`src/rtl/pin_compress_seq_pkg.sv`:
```
// Shared definitions for the pin gather engine: FSM encodings and count-width helper.
// Shared with pin_decompress users; encodings must stay numerically stable.
package pin_compress_seq_pkg;

    typedef logic [1:0] pin_state_t;

    localparam pin_state_t PIN_ST_IDLE = 2'd0;
    localparam pin_state_t PIN_ST_SCAN = 2'd1;
    localparam pin_state_t PIN_ST_DONE = 2'd2;

    function automatic int unsigned pin_cnt_w(input int unsigned width);
        return $clog2(width + 1);
    endfunction

endpackage

```
`src/rtl/pin_compress_seq_if.sv`:
```
// Handshake bundle for pin_compress_seq: input word/mask stream and packed result stream.
interface pin_compress_seq_if
    import pin_compress_seq_pkg::*;
#(
    parameter int unsigned WIDTH = 16
);
    localparam int unsigned CNT_W = pin_cnt_w(WIDTH);

    logic             in_valid;
    logic             in_ready;
    logic [WIDTH-1:0] in_data;
    logic [WIDTH-1:0] in_mask;
    logic             out_valid;
    logic             out_ready;
    logic [WIDTH-1:0] out_data;
    logic [CNT_W-1:0] out_count;

    modport master (
        output in_valid, in_data, in_mask, out_ready,
        input  in_ready, out_valid, out_data, out_count
    );

    modport slave (
        input  in_valid, in_data, in_mask, out_ready,
        output in_ready, out_valid, out_data, out_count
    );

endinterface

```
`src/rtl/pin_compress_seq_lowest_set_bit.sv`:
```
// Priority encoder: index of the lowest set bit of i_vec, plus an any-set flag.
module lowest_set_bit #(
    parameter  int unsigned WIDTH = 16,
    localparam int unsigned IDX_W = (WIDTH > 1) ? $clog2(WIDTH) : 1
) (
    input  logic [WIDTH-1:0] i_vec,
    output logic [IDX_W-1:0] o_idx,
    output logic             o_any
);

    always_comb begin
        o_idx = '0;
        o_any = 1'b0;
        for (int unsigned i = WIDTH; i > 0; i--) begin
            if (i_vec[i-1]) begin
                o_idx = IDX_W'(i - 1);
                o_any = 1'b1;
            end
        end
    end

endmodule

```
`src/rtl/pin_compress_seq.sv`:
```
// Sequential pin gather: packs data bits at mask-set positions into result LSBs.
// Define PIN_COMPRESS_SKIP_EN to scan only masked bits via a priority encoder.
module pin_compress_seq
    import pin_compress_seq_pkg::*;
#(
    parameter int unsigned WIDTH = 16
) (
    input  logic             clk,
    input  logic             rst_n,
    pin_compress_seq_if.slave bus
);

    localparam int unsigned CNT_W = pin_cnt_w(WIDTH);
    localparam int unsigned IDX_W = $clog2(WIDTH);

    pin_state_t       r_state;
    logic [WIDTH-1:0] r_d;
    logic [WIDTH-1:0] r_m;
    logic [WIDTH-1:0] r_acc;
    logic [CNT_W-1:0] r_cnt;
    logic [WIDTH-1:0] r_out_data;
    logic [CNT_W-1:0] r_out_count;

    logic             w_take;
    logic             w_bit;
    logic             w_finish;
    logic [WIDTH-1:0] w_acc_next;

`ifdef PIN_COMPRESS_SKIP_EN
    logic [IDX_W-1:0] w_low;
    logic             w_any;
    logic [WIDTH-1:0] w_m_next;

    lowest_set_bit #(.WIDTH(WIDTH)) u_lsb (
        .i_vec (r_m),
        .o_idx (w_low),
        .o_any (w_any)
    );

    assign w_take   = w_any;
    assign w_bit    = r_d[w_low];
    assign w_finish = !w_any;

    always_comb begin
        w_m_next        = r_m;
        w_m_next[w_low] = 1'b0;
    end
`else
    logic [IDX_W-1:0] r_idx;
    logic             r_flush;

    assign w_take   = r_m[r_idx];
    assign w_bit    = r_d[r_idx];
    assign w_finish = r_flush;
`endif

    always_comb begin
        w_acc_next = r_acc;
        for (int unsigned i = 0; i < WIDTH; i++) begin
            if (w_take && (CNT_W'(i) == r_cnt)) begin
                w_acc_next[i] = w_bit;
            end
        end
    end

    // Results are loaded one edge after the last bit is absorbed, so both builds
    // share the WIDTH+1 worst-case latency and the same output-load path.
    always_ff @(posedge clk or negedge rst_n) begin
        if (!rst_n) begin
            r_state     <= PIN_ST_IDLE;
            r_d         <= '0;
            r_m         <= '0;
            r_acc       <= '0;
            r_cnt       <= '0;
            r_out_data  <= '0;
            r_out_count <= '0;
`ifndef PIN_COMPRESS_SKIP_EN
            r_idx       <= '0;
            r_flush     <= 1'b0;
`endif
        end else begin
            case (r_state)
                PIN_ST_IDLE: begin
                    if (bus.in_valid) begin
                        r_d     <= bus.in_data;
                        r_m     <= bus.in_mask;
                        r_acc   <= '0;
                        r_cnt   <= '0;
`ifndef PIN_COMPRESS_SKIP_EN
                        r_idx   <= '0;
                        r_flush <= 1'b0;
`endif
                        r_state <= PIN_ST_SCAN;
                    end
                end
                PIN_ST_SCAN: begin
                    if (w_finish) begin
                        r_out_data  <= r_acc;
                        r_out_count <= r_cnt;
                        r_state     <= PIN_ST_DONE;
                    end else begin
                        if (w_take) begin
                            r_acc <= w_acc_next;
                            r_cnt <= r_cnt + CNT_W'(1);
                        end
`ifdef PIN_COMPRESS_SKIP_EN
                        r_m <= w_m_next;
`else
                        r_idx <= r_idx + IDX_W'(1);
                        if (r_idx == IDX_W'(WIDTH - 1)) begin
                            r_flush <= 1'b1;
                        end
`endif
                    end
                end
                PIN_ST_DONE: begin
                    if (bus.out_ready) begin
                        r_state <= PIN_ST_IDLE;
                    end
                end
                default: r_state <= PIN_ST_IDLE;
            endcase
        end
    end

    assign bus.in_ready  = rst_n && (r_state == PIN_ST_IDLE);
    assign bus.out_valid = (r_state == PIN_ST_DONE);
    assign bus.out_data  = r_out_data;
    assign bus.out_count = r_out_count;

endmodule

```
`src/flat_wrapper.sv`:
```
// flat-port wrapper written by rule: the top's interface ports become plain ports
module pin_compress_seq_flat import pin_compress_seq_pkg::*;
#(
    parameter int unsigned WIDTH = 16
)
  (clk, rst_n, bus_in_valid, bus_in_data, bus_in_mask, bus_out_ready, bus_in_ready, bus_out_valid, bus_out_data, bus_out_count);
  pin_compress_seq_if #(.WIDTH(WIDTH)) bus_i ();
  input  logic clk;
  input  logic rst_n;
  input wire logic [$bits(bus_i.in_valid)-1:0] bus_in_valid;
  input wire logic [$bits(bus_i.in_data)-1:0] bus_in_data;
  input wire logic [$bits(bus_i.in_mask)-1:0] bus_in_mask;
  input wire logic [$bits(bus_i.out_ready)-1:0] bus_out_ready;
  output wire logic [$bits(bus_i.in_ready)-1:0] bus_in_ready;
  output wire logic [$bits(bus_i.out_valid)-1:0] bus_out_valid;
  output wire logic [$bits(bus_i.out_data)-1:0] bus_out_data;
  output wire logic [$bits(bus_i.out_count)-1:0] bus_out_count;
  assign bus_i.in_valid = bus_in_valid;
  assign bus_i.in_data = bus_in_data;
  assign bus_i.in_mask = bus_in_mask;
  assign bus_i.out_ready = bus_out_ready;
  assign bus_in_ready = bus_i.in_ready;
  assign bus_out_valid = bus_i.out_valid;
  assign bus_out_data = bus_i.out_data;
  assign bus_out_count = bus_i.out_count;
  pin_compress_seq #(.WIDTH(WIDTH)) u_core (.clk(clk), .rst_n(rst_n), .bus(bus_i));
endmodule
```
`config.mk`:
```
export PLATFORM = sky130hd
export DESIGN_NAME = pin_compress_seq_flat
export DESIGN_NICKNAME = d
export VERILOG_FILES = /design/src/rtl/pin_compress_seq_pkg.sv /design/src/rtl/pin_compress_seq_if.sv /design/src/rtl/pin_compress_seq_lowest_set_bit.sv /design/src/rtl/pin_compress_seq.sv /design/src/flat_wrapper.sv
export SDC_FILE = /design/constraint.sdc
export NUM_CORES = 1
export LEC_CHECK = 0
export CAP_MARGIN = 20
export CELL_PAD_IN_SITES_DETAIL_PLACEMENT = 0
export CELL_PAD_IN_SITES_GLOBAL_PLACEMENT = 1
export CORE_MARGIN = 2
export CORE_UTILIZATION = 40
export CTS_BUF_LIST = sky130_fd_sc_hd__clkbuf_8
export DETAILED_ROUTE_END_ITERATION = 10
export PLACE_DENSITY = 0.79
export SYNTH_ARGS = -nofsm -noshare
export SYNTH_HDL_FRONTEND = slang
export SYNTH_SLANG_ARGS = --single-unit
```
`constraint.sdc`:
```
create_clock -name clk -period 5.2 [get_ports clk]
set_input_delay 1.56 -clock clk [delete_from_list [all_inputs] [get_ports clk]]
set_output_delay 1.56 -clock clk [all_outputs]
set_load 0.1 [all_outputs]
```
# Word level (Yosys, flattened, before mapping)
# Cells that the tools add are included.
# totals
reg_bits	81
wordCells	147
out_inout_bits	23
# op_classes
mux	39
eq_ne	39
addsub	2
reduce_logical	42
order_cmp	1
# op_table
operator	count
AND reduction 5 bit	16
2-to-1 mux 16 bit	3
== test 4 x 5 -> 1 bit (first input constant)	8
inequality test 2 x 1 -> 1 bit (second input constant)	18
case mux 16 bit (2 select lines)	1
2-to-1 mux 1 bit	21
== test 3 x 5 -> 1 bit (first input constant)	4
logical AND 1 bit	17
2-to-1 mux 5 bit	3
== test 2 x 5 -> 1 bit (first input constant)	2
case mux 5 bit (2 select lines)	1
binary-select mux 1 bit (select 4 bit)	2
2-to-1 mux 4 bit	2
case mux 4 bit (2 select lines)	1
2-to-1 mux 2 bit	3
inequality test 2 bit (second input constant)	3
case mux 2 bit (3 select lines)	1
AND reduction 2 bit	3
AND reduction 3 bit	2
adder 5 x 1 -> 5 bit (second input constant)	1
== test 1 x 5 -> 1 bit (first input constant)	1
logical NOT 5 bit	1
less-than comparator 4 x 5 -> 1 bit (second input constant)	1
adder 4 x 1 -> 4 bit (second input constant)	1
7 further kinds	7

# Depth between registers and ports, before layout
# depth
ltp_word	7
mapped_depth	7
ltp_nobuf	5

# Worst setup path before layout
# No wires, ideal clock.
# synth_timing
path_type	in2out
from	in rst_n
to	out bus_in_ready
path_buffers	0
required_time_ns	3.640
setup_slack_ns	1.346
t_arrival_ns	2.294
path_stages	1
path_cell_list	and2_1
# synth_via
elab_chain_len	1
# synth_lines
element	line	rtl
start: declaration	flat_wrapper.sv:9	input logic rst_n;
logical AND 1 bit	pin_compress_seq.sv:126	assign bus.in_ready = rst_n && (r_state == PIN_ST_IDLE);
end: declaration	flat_wrapper.sv:14	output wire logic [$bits(bus_i.in_ready)-1:0] bus_in_ready;
# No other way between the ends.

# Worst setup path in the final report
# Same ends and word-level chain as after synthesis.

==> results.md <==
Run status:
- The run finished with clean final reports.

Global routing:
- The first global-routing pass estimated 12200 um of wire.
- The remaining global-route overflow is 0.
- The number of antenna violations at the first check in global routing was 0.
- Entering global routing, the biggest net connects 59 pins.
- Global routing used 15.7% of the available tracks across all layers.
- The number of global-route vias before repair is 2554.

Yosys:
- The fraction of registers with async set or reset after synthesis is 100%.
- Synthesis produced a netlist whose cell count is ~340.
- Multiplexer cells account for 15.8% of the synthesized area.
- The adder and majority cell fraction of the synthesized area is a little over 2%.
- Of the synthesized area, sequential elements account for 55.2%.
- After synthesis, the largest family of logic cells by area is simple AND/OR/NAND/NOR gates.
- The xor-xnor portion of the synthesized cell area is less than 1%.
- A synthesized cell averages about 11 um2.
- The synthesized flop and latch total is 81.
- The synthesized netlist contains 35 unique library cells.
- The number of warnings issued by yosys is 0.
- The number of nets in the synthesized netlist is between 300 and 400.
- Yosys mapped a number of flops with a built-in enable equal to 0.
- The synthesized netlist devotes 4.16% of its cell area to compound gates.
- The primary flip-flop cell chosen by synthesis mapping is sky130_fd_sc_hd__dfrtp_1.
- The synthesized netlist occupies a cell area of ~3700 um2.
- The post-synthesis share of cell area spent on and, or, nand and nor gates is 18.7%.

STA:
- The number of failing setup endpoints in the final timing report is 0.
- The ratio of final minimum period to clock period is 73.9%.
- Hold is met by 474 ps.
- The final period demand of the worst path is 3840 ps.
- The hold violation total from the final report is 0.
- Timing would allow up to 260 MHz.
- The actual slew at the worst max-slew pin is 1010 ps.
- For the final routed database, the setup TNS stands at 0 ps.
- Setup repair after global routing left no endpoint under its margin.
- The worst clock skew is between 10 and 15 ps.
- The final worst setup slack is 1360 ps.
- Headroom to the max-slew limit came out at 32.8%.
- The max-slew violation count is 0.

Floorplan:
- The die covers 9960 um2.
- just under 60 I/O pins were placed.
- The horizontal die dimension is 99.8 um.
- The starting density of the core is 41.7%.
- The initialized floorplan defines 34 standard-cell rows.
- The area of the core is 8810 um2.
- From bottom edge to top edge, the die measures between 90 and 100 um.

CTS:
- For this design, the CTS-stage hold fixing added 0 buffers.
- The source-to-sink clock delay at the later pin of the worst-skew pair is 360 ps.
- The clock sink total is 81.
- Counting along the longest clock path gives a buffer depth of 2.
- TritonCTS built the clock tree.
- The total clock buffers created by CTS is 9.
- In this run the post-CTS setup repair buffer count came out at 0.
- After clock tree synthesis, the clock-pin slew on the worst setup and hold paths is 70 ps.
- The root buffer cell chosen for the clock tree is sky130_fd_sc_hd__clkbuf_8.
- The number of H-tree branching levels is 3.
- The number of cells upsized or downsized after cts is 0.

Placed design:
- After detailed placement, the design holds a cell count of 494.
- Prior to clock tree synthesis, the placed netlist has a worst setup slack of between 1000 and 1500 ps.
- At the end of routability-driven placement, the weighted congestion stood at between 0.7 and 0.8.
- The wire-length estimate of the detail-placed layout is 4940 um.
- The placed instances occupy a cell area of 4320 um2.
- The count of buffers added on input and output ports is 58.

Worst hold path:
- The worst hold path begins at u_core.r_m[15].
- The class of the tightest hold or removal check is reg2reg.
- The instance count along the most critical hold path is 2.

Worst setup path:
- The beginning of the critical path is rst_n.
- Walking the worst path, the cells encountered are buf_4, and2_1, buf_12.
- The critical path in this run is classified as in2out.
- The critical path launch point type is an input port.
- The cell depth of the worst setup path is 3.
- The arrival time reported for the critical path endpoint is 2280 ps.
- The worst register-to-register path begins at u_core.r_idx[1].
- The endpoint of the lowest-slack register-to-register path is u_core.r_acc[14].
- The worst reg-to-reg path cell count is 5.
- The number of buffers and inverters on the critical path is 2.
- For flop-to-flop paths, the worst setup slack is 2660 ps.
- The largest individual stage delay along the critical path comes from the cell sky130_fd_sc_hd__buf_4.
- At the worst endpoint, the required time is 3640 ps.
- The endpoint of the most critical setup path is bus_in_ready.
- The critical-path maximum fanout is 25.
- In this design, the stage delay of the slowest critical-path cell is 280 ps.
- The cell family contributing the most delay on the critical path is buffers and inverters.
- The type of destination of the critical path is an output pin.

Finish:
- Cells fill between 50% and 60% of the core in the end.
- The finished layout holds 509 standard cells, fillers aside.
- Of the cells placed in the final design, the portion with a size suffix greater than 1 is 8.23%.
- 0 antenna diodes ended up in the layout.
- The net total in the final layout is 439.
- After routing the design area is 4480 um2.
- The layout-stage area growth over the synthesis result is 22.0%.

Flow run:
- The max-capacitance violation count is 0.

Drt:
- The iteration count of the initial detailed-routing pass is 4.
- In the final routed layout, each cell accounts on average for between 10 and 15 um.
- The number of design-rule violations left by the first detailed-router iteration is 62.
- The routed via count is 2540.
- The routed wire length is 7160 um.
- The total DRC errors in the routed layout is 0.
- The count of nets left with antenna violations once routing finished came out at 0.
- The mean number of vias per cell is 4.99.

Power:
- The worst voltage drop across the vdd grid is 0.000217 V.
- The power per standard cell area is slightly below 600 nW/um2.
- The overall power after layout is 2.61 mW.
- For this design the static power due to leakage is about 2.2 nW.
==> logic make-up (layout without fill, tap and decap cells) <==
logic type,Yosys count,after routing
simple gates,165,165
xor+xnor,2,2
flops,81,81
buf+inv,25,84
compound gates,19,19
fa+ha+maj,6,6
mux,44,44
==> report_power, final <==
group | internal, mW | switching [mW] | total [mW]
sequential | 0.846 | 0.168 | 1.01
combinational | 0.427 | 0.774 | 1.20
clock | 0.168 | 0.227 | 0.395
total | 1.44 | 1.17 | 2.61
==> worst min-delay path: cells and delay by family (launching register included) <==
family | cells | cell delay [ps]
flip-flops | 1 | 340
AND/OR/NAND/NOR | 2 | 100
==> layout make-up <==
| type | instances | area (um2) |
|---|---|---|
| clock buffer | 9 | 124 |
| clock inverter | 6 | 37.5 |
| fill | 814 | 4320 |
| inverter | 7 | 26.3 |
| multi-input combinational | 236 | 1510 |
| sequential | 81 | 2030 |
| tap | 108 | 135 |
| timing repair buffer | 62 | 618 |
==> sequential cells by signal, summed over array words and instances (netlist names) <==
name                  flops
u_core.r_cnt              5
u_core.r_acc             16
u_core.r_d               16
u_core.r_flush            1
u_core.r_m               16
u_core.r_idx              4
u_core.bus.out_data      16
u_core.bus.out_count      5
u_core.r_state            2
==> layout by cell type, fill, tap and decap left out, types with 2 or more instances in the layout <==
| cell | n |
|---|---|
| sky130_fd_sc_hd__a21o_1 | 2 |
| sky130_fd_sc_hd__a21oi_1 | 2 |
| sky130_fd_sc_hd__and2_1 | 3 |
| sky130_fd_sc_hd__buf_4 | 5 |
| sky130_fd_sc_hd__clkbuf_8 | 9 |
| sky130_fd_sc_hd__clkdlybuf4s50_1 | 56 |
| sky130_fd_sc_hd__clkinv_2 | 2 |
| sky130_fd_sc_hd__clkinvlp_4 | 2 |
| sky130_fd_sc_hd__dfrtp_1 | 81 |
| sky130_fd_sc_hd__ha_1 | 6 |
| sky130_fd_sc_hd__inv_1 | 8 |
| sky130_fd_sc_hd__mux2_1 | 17 |
| sky130_fd_sc_hd__mux2_2 | 2 |
| sky130_fd_sc_hd__mux2i_1 | 16 |
| sky130_fd_sc_hd__mux4_2 | 7 |
| sky130_fd_sc_hd__nand2_1 | 121 |
| sky130_fd_sc_hd__nand2b_1 | 2 |
| sky130_fd_sc_hd__nand3_1 | 17 |
| sky130_fd_sc_hd__nand4_1 | 3 |
| sky130_fd_sc_hd__nor2_1 | 8 |
| sky130_fd_sc_hd__nor2b_1 | 7 |
| sky130_fd_sc_hd__o21ai_1 | 6 |
| sky130_fd_sc_hd__o31ai_1 | 3 |
| sky130_fd_sc_hd__xor2_1 | 2 |
==> metal layers <==
layer | track usage [%] | part of all wire, %
met2 | 25.8 | 47
met4 | 7.59 | 1.9
met5 | 0 | 0
met1 | 20.2 | 48
met3 | 2.86 | 3.3
==> cell usage after synthesis, types with 2 or more instances <==
| master | n | area, um2 |
|---|---|---|
| sky130_fd_sc_hd__nand2b_1 | 2 | 12.5 |
| sky130_fd_sc_hd__nand3_1 | 17 | 85.1 |
| sky130_fd_sc_hd__xor2_1 | 2 | 17.5 |
| sky130_fd_sc_hd__mux2i_1 | 16 | 160 |
| sky130_fd_sc_hd__a21oi_1 | 2 | 10.0 |
| sky130_fd_sc_hd__nand4_1 | 3 | 18.8 |
| sky130_fd_sc_hd__buf_6 | 4 | 45.0 |
| sky130_fd_sc_hd__mux2_1 | 17 | 191 |
| sky130_fd_sc_hd__buf_4 | 2 | 15.0 |
| sky130_fd_sc_hd__mux4_2 | 7 | 158 |
| sky130_fd_sc_hd__dfrtp_1 | 81 | 2030 |
| sky130_fd_sc_hd__o21ai_1 | 6 | 30.0 |
| sky130_fd_sc_hd__ha_1 | 6 | 75.1 |
| sky130_fd_sc_hd__mux2_2 | 2 | 22.5 |
| sky130_fd_sc_hd__inv_1 | 7 | 26.3 |
| sky130_fd_sc_hd__and2_1 | 3 | 18.8 |
| sky130_fd_sc_hd__a21o_1 | 2 | 15.0 |
| sky130_fd_sc_hd__nor2b_1 | 7 | 43.8 |
| sky130_fd_sc_hd__clkbuf_1 | 11 | 41.3 |
| sky130_fd_sc_hd__o31ai_1 | 3 | 22.5 |
| sky130_fd_sc_hd__nor2_1 | 8 | 30.0 |
| sky130_fd_sc_hd__nand2_1 | 121 | 454 |
==> worst min-delay path by stage <==
stage,end,slack [ps]
3_3_place_gp,u_core.r_m[13],450
2_1_floorplan,u_core.r_m[11],440
6_report,u_core.r_m[15],470
5_1_grt,u_core.r_m[6],490
4_1_cts,u_core.r_m[6],480
3_5_place_dp,u_core.r_m[6],460
No activity file was read; power rests on OpenSTA's default activity.
